--- config.mk ---
export PLATFORM = sky130hd
export DESIGN_NAME = id_fwd_stage
export DESIGN_NICKNAME = d
export VERILOG_FILES = /design/src/rtl/id_fwd_stage.sv
export SDC_FILE = /design/constraint.sdc
export NUM_CORES = 1
export LEC_CHECK = 0
export BUFFER_PORTS_ARGS = -buffer_cell sky130_fd_sc_hd__buf_2
export CAP_MARGIN = 30
export CORE_AREA = 5 5 162 164
export CTS_CLUSTER_SIZE = 28
export DETAILED_ROUTE_END_ITERATION = 10
export DIE_AREA = 0 0 167 169
export HOLD_SLACK_MARGIN = 0.15
export PLACE_DENSITY = 0.61
export REMOVE_ABC_BUFFERS = 1
export SLEW_MARGIN = 30
export SYNTH_ARGS = -nofsm -noshare
export SYNTH_HDL_FRONTEND = slang
export SYNTH_SLANG_ARGS = --single-unit
--- constraint.sdc ---
create_clock -name clk -period 2.4 [get_ports clk]
set_input_delay 0.48 -clock clk [delete_from_list [all_inputs] [get_ports clk]]
set_output_delay 0.48 -clock clk [all_outputs]
set_load 0.01 [all_outputs]
--- src/rtl/id_fwd_stage.sv ---
// id_fwd_stage: RV32I decode and operand fetch with prioritised forwarding into a registered ID/EX slot.
// Latency: 1 cycle from accept (in_valid && in_ready) to out_valid.
// Backpressure: the slot holds while out_valid && !out_ready; a load-use hazard inserts a bubble and holds IF/ID.
module id_fwd_stage #(
  parameter int XLEN        = 32,
  parameter int RA_W        = 5,
  parameter int FWD_CH      = 2,
  parameter int STALL_CNT_W = 16
) (
  input  logic                     clk,
  input  logic                     rst_n,
  input  logic                     rdy,
  input  logic                     flush,
  input  logic                     in_valid,
  output logic                     in_ready,
  input  logic [XLEN-1:0]          pc_i,
  input  logic [31:0]              inst_i,
  output logic [RA_W-1:0]          rs1,
  output logic [RA_W-1:0]          rs2,
  input  logic [XLEN-1:0]          r1_data,
  input  logic [XLEN-1:0]          r2_data,
  input  logic [FWD_CH-1:0]        fwd_valid,
  input  logic [FWD_CH-1:0]        fwd_pending,
  input  logic [FWD_CH*RA_W-1:0]   fwd_rd,
  input  logic [FWD_CH*XLEN-1:0]   fwd_data,
  output logic                     out_valid,
  input  logic                     out_ready,
  output logic [XLEN-1:0]          pc_o,
  output logic [10:0]              opt_o,
  output logic [XLEN-1:0]          vs1_o,
  output logic [XLEN-1:0]          vs2_o,
  output logic [XLEN-1:0]          imm_o,
  output logic [RA_W-1:0]          rd_o,
  output logic                     wen_o,
  output logic [STALL_CNT_W-1:0]   stall_cnt
);

  localparam logic [6:0] OPC_LUI    = 7'b0110111;
  localparam logic [6:0] OPC_AUIPC  = 7'b0010111;
  localparam logic [6:0] OPC_JAL    = 7'b1101111;
  localparam logic [6:0] OPC_JALR   = 7'b1100111;
  localparam logic [6:0] OPC_BRANCH = 7'b1100011;
  localparam logic [6:0] OPC_LOAD   = 7'b0000011;
  localparam logic [6:0] OPC_STORE  = 7'b0100011;
  localparam logic [6:0] OPC_OPIMM  = 7'b0010011;
  localparam logic [6:0] OPC_OP     = 7'b0110011;

  logic [6:0]      w_opc;
  logic [RA_W-1:0] w_rd;
  logic            w_legal;
  logic            w_use1;
  logic            w_use2;
  logic            w_wr;
  logic            w_wen;
  logic [31:0]     w_imm32;
  logic [XLEN-1:0] w_imm;
  logic [10:0]     w_opt;
  logic [XLEN-1:0] w_fwd1;
  logic [XLEN-1:0] w_fwd2;
  logic            w_pend1;
  logic            w_pend2;
  logic [XLEN-1:0] w_vs1;
  logic [XLEN-1:0] w_vs2;
  logic            w_hazard;
  logic            w_slot_free;
  logic            w_take;

  // Returns {hazard, value}. Channels are scanned oldest-first so the youngest match is written last
  // and wins, including when it is still pending. x0 is hardwired and never forwarded.
  function automatic logic [XLEN:0] f_resolve(
    input logic [RA_W-1:0]        a,
    input logic [XLEN-1:0]        rf,
    input logic [FWD_CH-1:0]      fv,
    input logic [FWD_CH-1:0]      fp,
    input logic [FWD_CH*RA_W-1:0] frd,
    input logic [FWD_CH*XLEN-1:0] fd
  );
    logic [XLEN:0] res;
    res = {1'b0, rf};
    for (int c = FWD_CH - 1; c >= 0; c--) begin
      if (fv[c] && (frd[c*RA_W +: RA_W] == a)) begin
        res = {fp[c], fd[c*XLEN +: XLEN]};
      end
    end
    if (a == '0) begin
      res = '0;
    end
    return res;
  endfunction

  assign w_opc = inst_i[6:0];
  assign rs1   = inst_i[15 +: RA_W];
  assign rs2   = inst_i[20 +: RA_W];
  assign w_rd  = inst_i[7 +: RA_W];

  // Opcode decode: which sources are read, whether rd is written, and the immediate format.
  always_comb begin
    w_legal = 1'b1;
    w_use1  = 1'b0;
    w_use2  = 1'b0;
    w_wr    = 1'b0;
    w_imm32 = '0;
    case (w_opc)
      OPC_LUI, OPC_AUIPC: begin
        w_wr    = 1'b1;
        w_imm32 = {inst_i[31:12], 12'b0};
      end
      OPC_JAL: begin
        w_wr    = 1'b1;
        w_imm32 = {{11{inst_i[31]}}, inst_i[31], inst_i[19:12], inst_i[20], inst_i[30:21], 1'b0};
      end
      OPC_JALR, OPC_LOAD, OPC_OPIMM: begin
        w_use1  = 1'b1;
        w_wr    = 1'b1;
        w_imm32 = {{20{inst_i[31]}}, inst_i[31:20]};
      end
      OPC_BRANCH: begin
        w_use1  = 1'b1;
        w_use2  = 1'b1;
        w_imm32 = {{19{inst_i[31]}}, inst_i[31], inst_i[7], inst_i[30:25], inst_i[11:8], 1'b0};
      end
      OPC_STORE: begin
        w_use1  = 1'b1;
        w_use2  = 1'b1;
        w_imm32 = {{20{inst_i[31]}}, inst_i[31:25], inst_i[11:7]};
      end
      OPC_OP: begin
        w_use1 = 1'b1;
        w_use2 = 1'b1;
        w_wr   = 1'b1;
      end
      default: w_legal = 1'b0;
    endcase
  end

  assign w_imm = XLEN'($signed(w_imm32));
  assign w_opt = w_legal ? {inst_i[30], inst_i[14:12], w_opc} : 11'd0;
  assign w_wen = w_wr && (w_rd != '0);

  assign {w_pend1, w_fwd1} = f_resolve(rs1, r1_data, fwd_valid, fwd_pending, fwd_rd, fwd_data);
  assign {w_pend2, w_fwd2} = f_resolve(rs2, r2_data, fwd_valid, fwd_pending, fwd_rd, fwd_data);

  // Unused sources read as 0 and cannot raise a hazard.
  assign w_vs1    = w_use1 ? w_fwd1 : '0;
  assign w_vs2    = w_use2 ? w_fwd2 : '0;
  assign w_hazard = in_valid && ((w_use1 && w_pend1) || (w_use2 && w_pend2));

  assign w_slot_free = !out_valid || out_ready;
  assign in_ready    = rst_n && rdy && !flush && w_slot_free && !w_hazard;
  assign w_take      = in_valid && in_ready;

  // ID/EX slot: reload when freed or flushed (bubble unless an instruction is taken), else hold.
  always_ff @(posedge clk or negedge rst_n) begin
    if (!rst_n) begin
      out_valid <= 1'b0;
      pc_o      <= '0;
      opt_o     <= '0;
      vs1_o     <= '0;
      vs2_o     <= '0;
      imm_o     <= '0;
      rd_o      <= '0;
      wen_o     <= 1'b0;
    end else if (rdy && (flush || w_slot_free)) begin
      out_valid <= w_take;
      pc_o      <= w_take ? pc_i  : '0;
      opt_o     <= w_take ? w_opt : '0;
      vs1_o     <= w_take ? w_vs1 : '0;
      vs2_o     <= w_take ? w_vs2 : '0;
      imm_o     <= w_take ? w_imm : '0;
      rd_o      <= (w_take && w_wen) ? w_rd : '0;
      wen_o     <= w_take && w_wen;
    end
  end

  // Saturating count of cycles lost to a load-use hazard while the slot could have advanced.
  always_ff @(posedge clk or negedge rst_n) begin
    if (!rst_n) begin
      stall_cnt <= '0;
    end else if (rdy && !flush && w_slot_free && w_hazard && (stall_cnt != '1)) begin
      stall_cnt <= stall_cnt + STALL_CNT_W'(1);
    end
  end

endmodule
==> results.yml <==
timing:
  setup_viol_count_final: 1
  setup_tns_ns: -0.1735
  slew-limit-headroom_pct: 57.84
  hold_viol: 0
  rsz0062_at_grt: "true"
  worst_pin_slew_ns: 0.6325
  skew_ns: 0.007884
  setup_ws_ns: -0.1735
  holdWs_ns: 0.2616
  fmax_mhz: 388.6
  slew_viol_final: 0
  min_period_ns: 2.573
  fin_crit_sh_pct: 107.2
global_route:
  grt.total_usage_pct: 19.64
  grt_pass1_wl_mm: 44.26
  grt_max_degree: 163
  grt_overflow: 0
  grt_pass1_vias: 7562
  antenna_found_initial: 2
routing:
  drt_first_pass_iters: 5
  drt-initial-drc-count: 640
  vias: 7608
  drtAntennaViolNets: 0
  post_drt_via_cell_ratio: 5.028
  wirelength_mm: 28.99
  drc: 0
  wl_per_cell_um: 19.16
layout:
  fin_nets: 1382
  stdcell_area_mm2: 0.01138
  stdcell_count: 1513
  final_layout_size_suffix_gt1_share_pct: 42.39
  layout_common_cells: "377 x buf_2, 162 x dfrtp_1, 116 x a22o_1"
  syn_to_final_growth_pct: 42.37
  final_common_cell: "buf_2"
die:
  dieArea_mm2: 0.02822
  start_util_pct: 32.29
  pin_count: 385
  core_mm2: 0.02475
  fp.dieW_um: 167
  die_h_um: 169
  fp-row-count: 58
critical_path:
  regToRegStartpoint: "stall_cnt[7]$_DFFE_PN0P_"
  required_ns: 1.92
  crit-reg2reg-capture: "stall_cnt[15]$_DFFE_PN0P_"
  cp.arrival_ns: 2.09
  r2r_slack_ns: 0.43
  cp-start-kind: "input port"
  r2r_cells: 8
  worstPathMaxFanout: 2
  critPathCaptureType: "output port"
  critPathLaunch: "inst_i[20]"
  path_class: "input port to output port"
logic_synthesis:
  ys_seq_elements: 162
  synthFlopType: "dfrtp_1"
  ys_seq_area_share_pct: 50.73
  synth_cell_types: 48
  synth_edf_count: 0
  synth_area_mm2: 0.007991
  post_synth_inst_count: 769
  async_flop_share_pct: 100.0
  yosysWarnings: 0
  avgSynthCellArea_um2: 10.39
status:
  status: "complete, but fails checks"
  violations: "negative setup slack"
min_path:
  hold_start: "pc_i[9]"
  hold_class: "input port to flip-flop"
  min_delay_worst_endpoint: "pc_o[9]$_DFFE_PN0P_"
  whs_path_depth: 2
clocking:
  cts_tree: "yes"
  clock_latency_ns: 0.43
  h-tree-depth: 4
  clock_sinks: 162
  cts-root-buf: "clkbuf_16"
  numCtsBuffers: 17
  cts.clk_slew.worst_paths_ns: 0.08
  cts_buffer_depth: 2
job:
  maxCapViolCount: 0
placement:
  portBuffers: 384
  hpwl_mm: 21.85
  dpl-instance-area_mm2: 0.01062
  gp_congestion: 0.9240
  place_inst: 1476
power_and_ir_drop:
  p_per_area_mw_per_mm2: 554.9
  leakage_nw: 5.698
  max-vdd-ir-drop_v: 0.0003833
==> critical path: stages <==
cell and delay, ns:
buf_6 0.11, xor2_2 0.17, nor4_2 0.32, buf_4 0.16
and3_4 0.18, mux2i_1 0.18, buf_4 0.15, o22ai_4 0.07
a21oi_2 0.14, buf_2 0.14
==> power breakdown <==
group	total, mW	switching (mW)	internal, mW
clock network	2.81	1.29	1.52
registers	2.77	0.0159	2.76
logic	0.728	0.407	0.322
==> routing by layer <==
layer / global-route usage (%) / routed length (µm) / vias to the layer above
met5: 0 / 11 / -
met3: 4.787 / 1851 / 41
met2: 32.12 / 14200 / 277
met4: 6.546 / 695 / 2
met1: 25.69 / 12230 / 3688
li1: - / - / 3600
==> timing repair <==
action                                 CTS  global route
pin swaps                                6             4
buffers inserted                         2             0
endpoints found under the hold margin    0            72
setup endpoints to repair                4             1
hold buffers                             0             1
gates resized for setup                 15             7
==> through the flow <==
| stage | utilization, % | setup WS [ns] | total power, mW |
|---|---|---|---|
| finish | 45.98 | -0.1735 | 6.313 |
| global route | 45.98 | -0.2581 | 6.588 |
| CTS | 45.68 | -0.2018 | 6.384 |
| global placement | 42.90 | -0.5281 | 3.529 |
| detailed placement | 42.90 | -0.4497 | 3.536 |
| floorplan | - | -6.625 | 3.052 |
==> synth_stat cells (2+ instances only) <==
cell	n	area share [%]
dfrtp_1	162	51
a22o_1	116	13
nand2_1	104	4.9
o21ai_0	97	6.1
mux2i_1	66	8.3
clkbuf_1	32	1.5
a21oi_1	26	1.6
xnor2_1	26	2.8
buf_2	15	0.94
nor2_1	15	0.70
buf_4	14	1.3
nand3_1	14	0.88
and3_1	12	0.94
nand4_1	8	0.63
xor2_1	8	0.88
a22oi_1	5	0.47
and2_1	5	0.39
buf_1	5	0.23
or4_1	3	0.28
a21o_1	2	0.19
buf_6	2	0.28
nor2b_1	2	0.16
nor3_1	2	0.13
nor3_2	2	0.25
nor4_1	2	0.16
o221ai_1	2	0.22
==> sequential cells by signal, summed over array words and instances (netlist names) <==
name,count
pc_o,32
vs2_o,32
opt_o,11
stall_cnt,16
vs1_o,32
wen_o,1
rd_o,5
imm_o,32
out_valid,1
==> cells by family after synthesis <==
kind of cell    synth area share (%)
simple gates                   10.47
xor+xnor                       3.726
flops                          50.73
buf+inv                        4.321
mux                            8.408
fa+ha+maj                     0.1565
compound gates                 22.19
==> layout make-up <==
class / count / area [µm²]
clock buffers: 18 / 439.2
multi-input cells: 538 / 3717
diodes: 1 / 2.502
inverters: 1 / 3.754
flip-flops and latches: 162 / 4054
clock inverters: 14 / 162.7
repair buffers: 449 / 2585
fillers: 2375 / 13370
well taps: 330 / 412.9
==> how the worst max path moves through the flow <==
stage                                 end  slack (ns)  cells after the start
floorplan           imm_o[10]$_DFFE_PN0P_       -6.63                      3
finish                           in_ready       -0.17                     10
detailed placement               in_ready       -0.45                      9
global route                     in_ready       -0.26                     10
global placement                 in_ready       -0.53                      9
CTS                              in_ready       -0.20                      9
(Power assumes the default switching activity.)
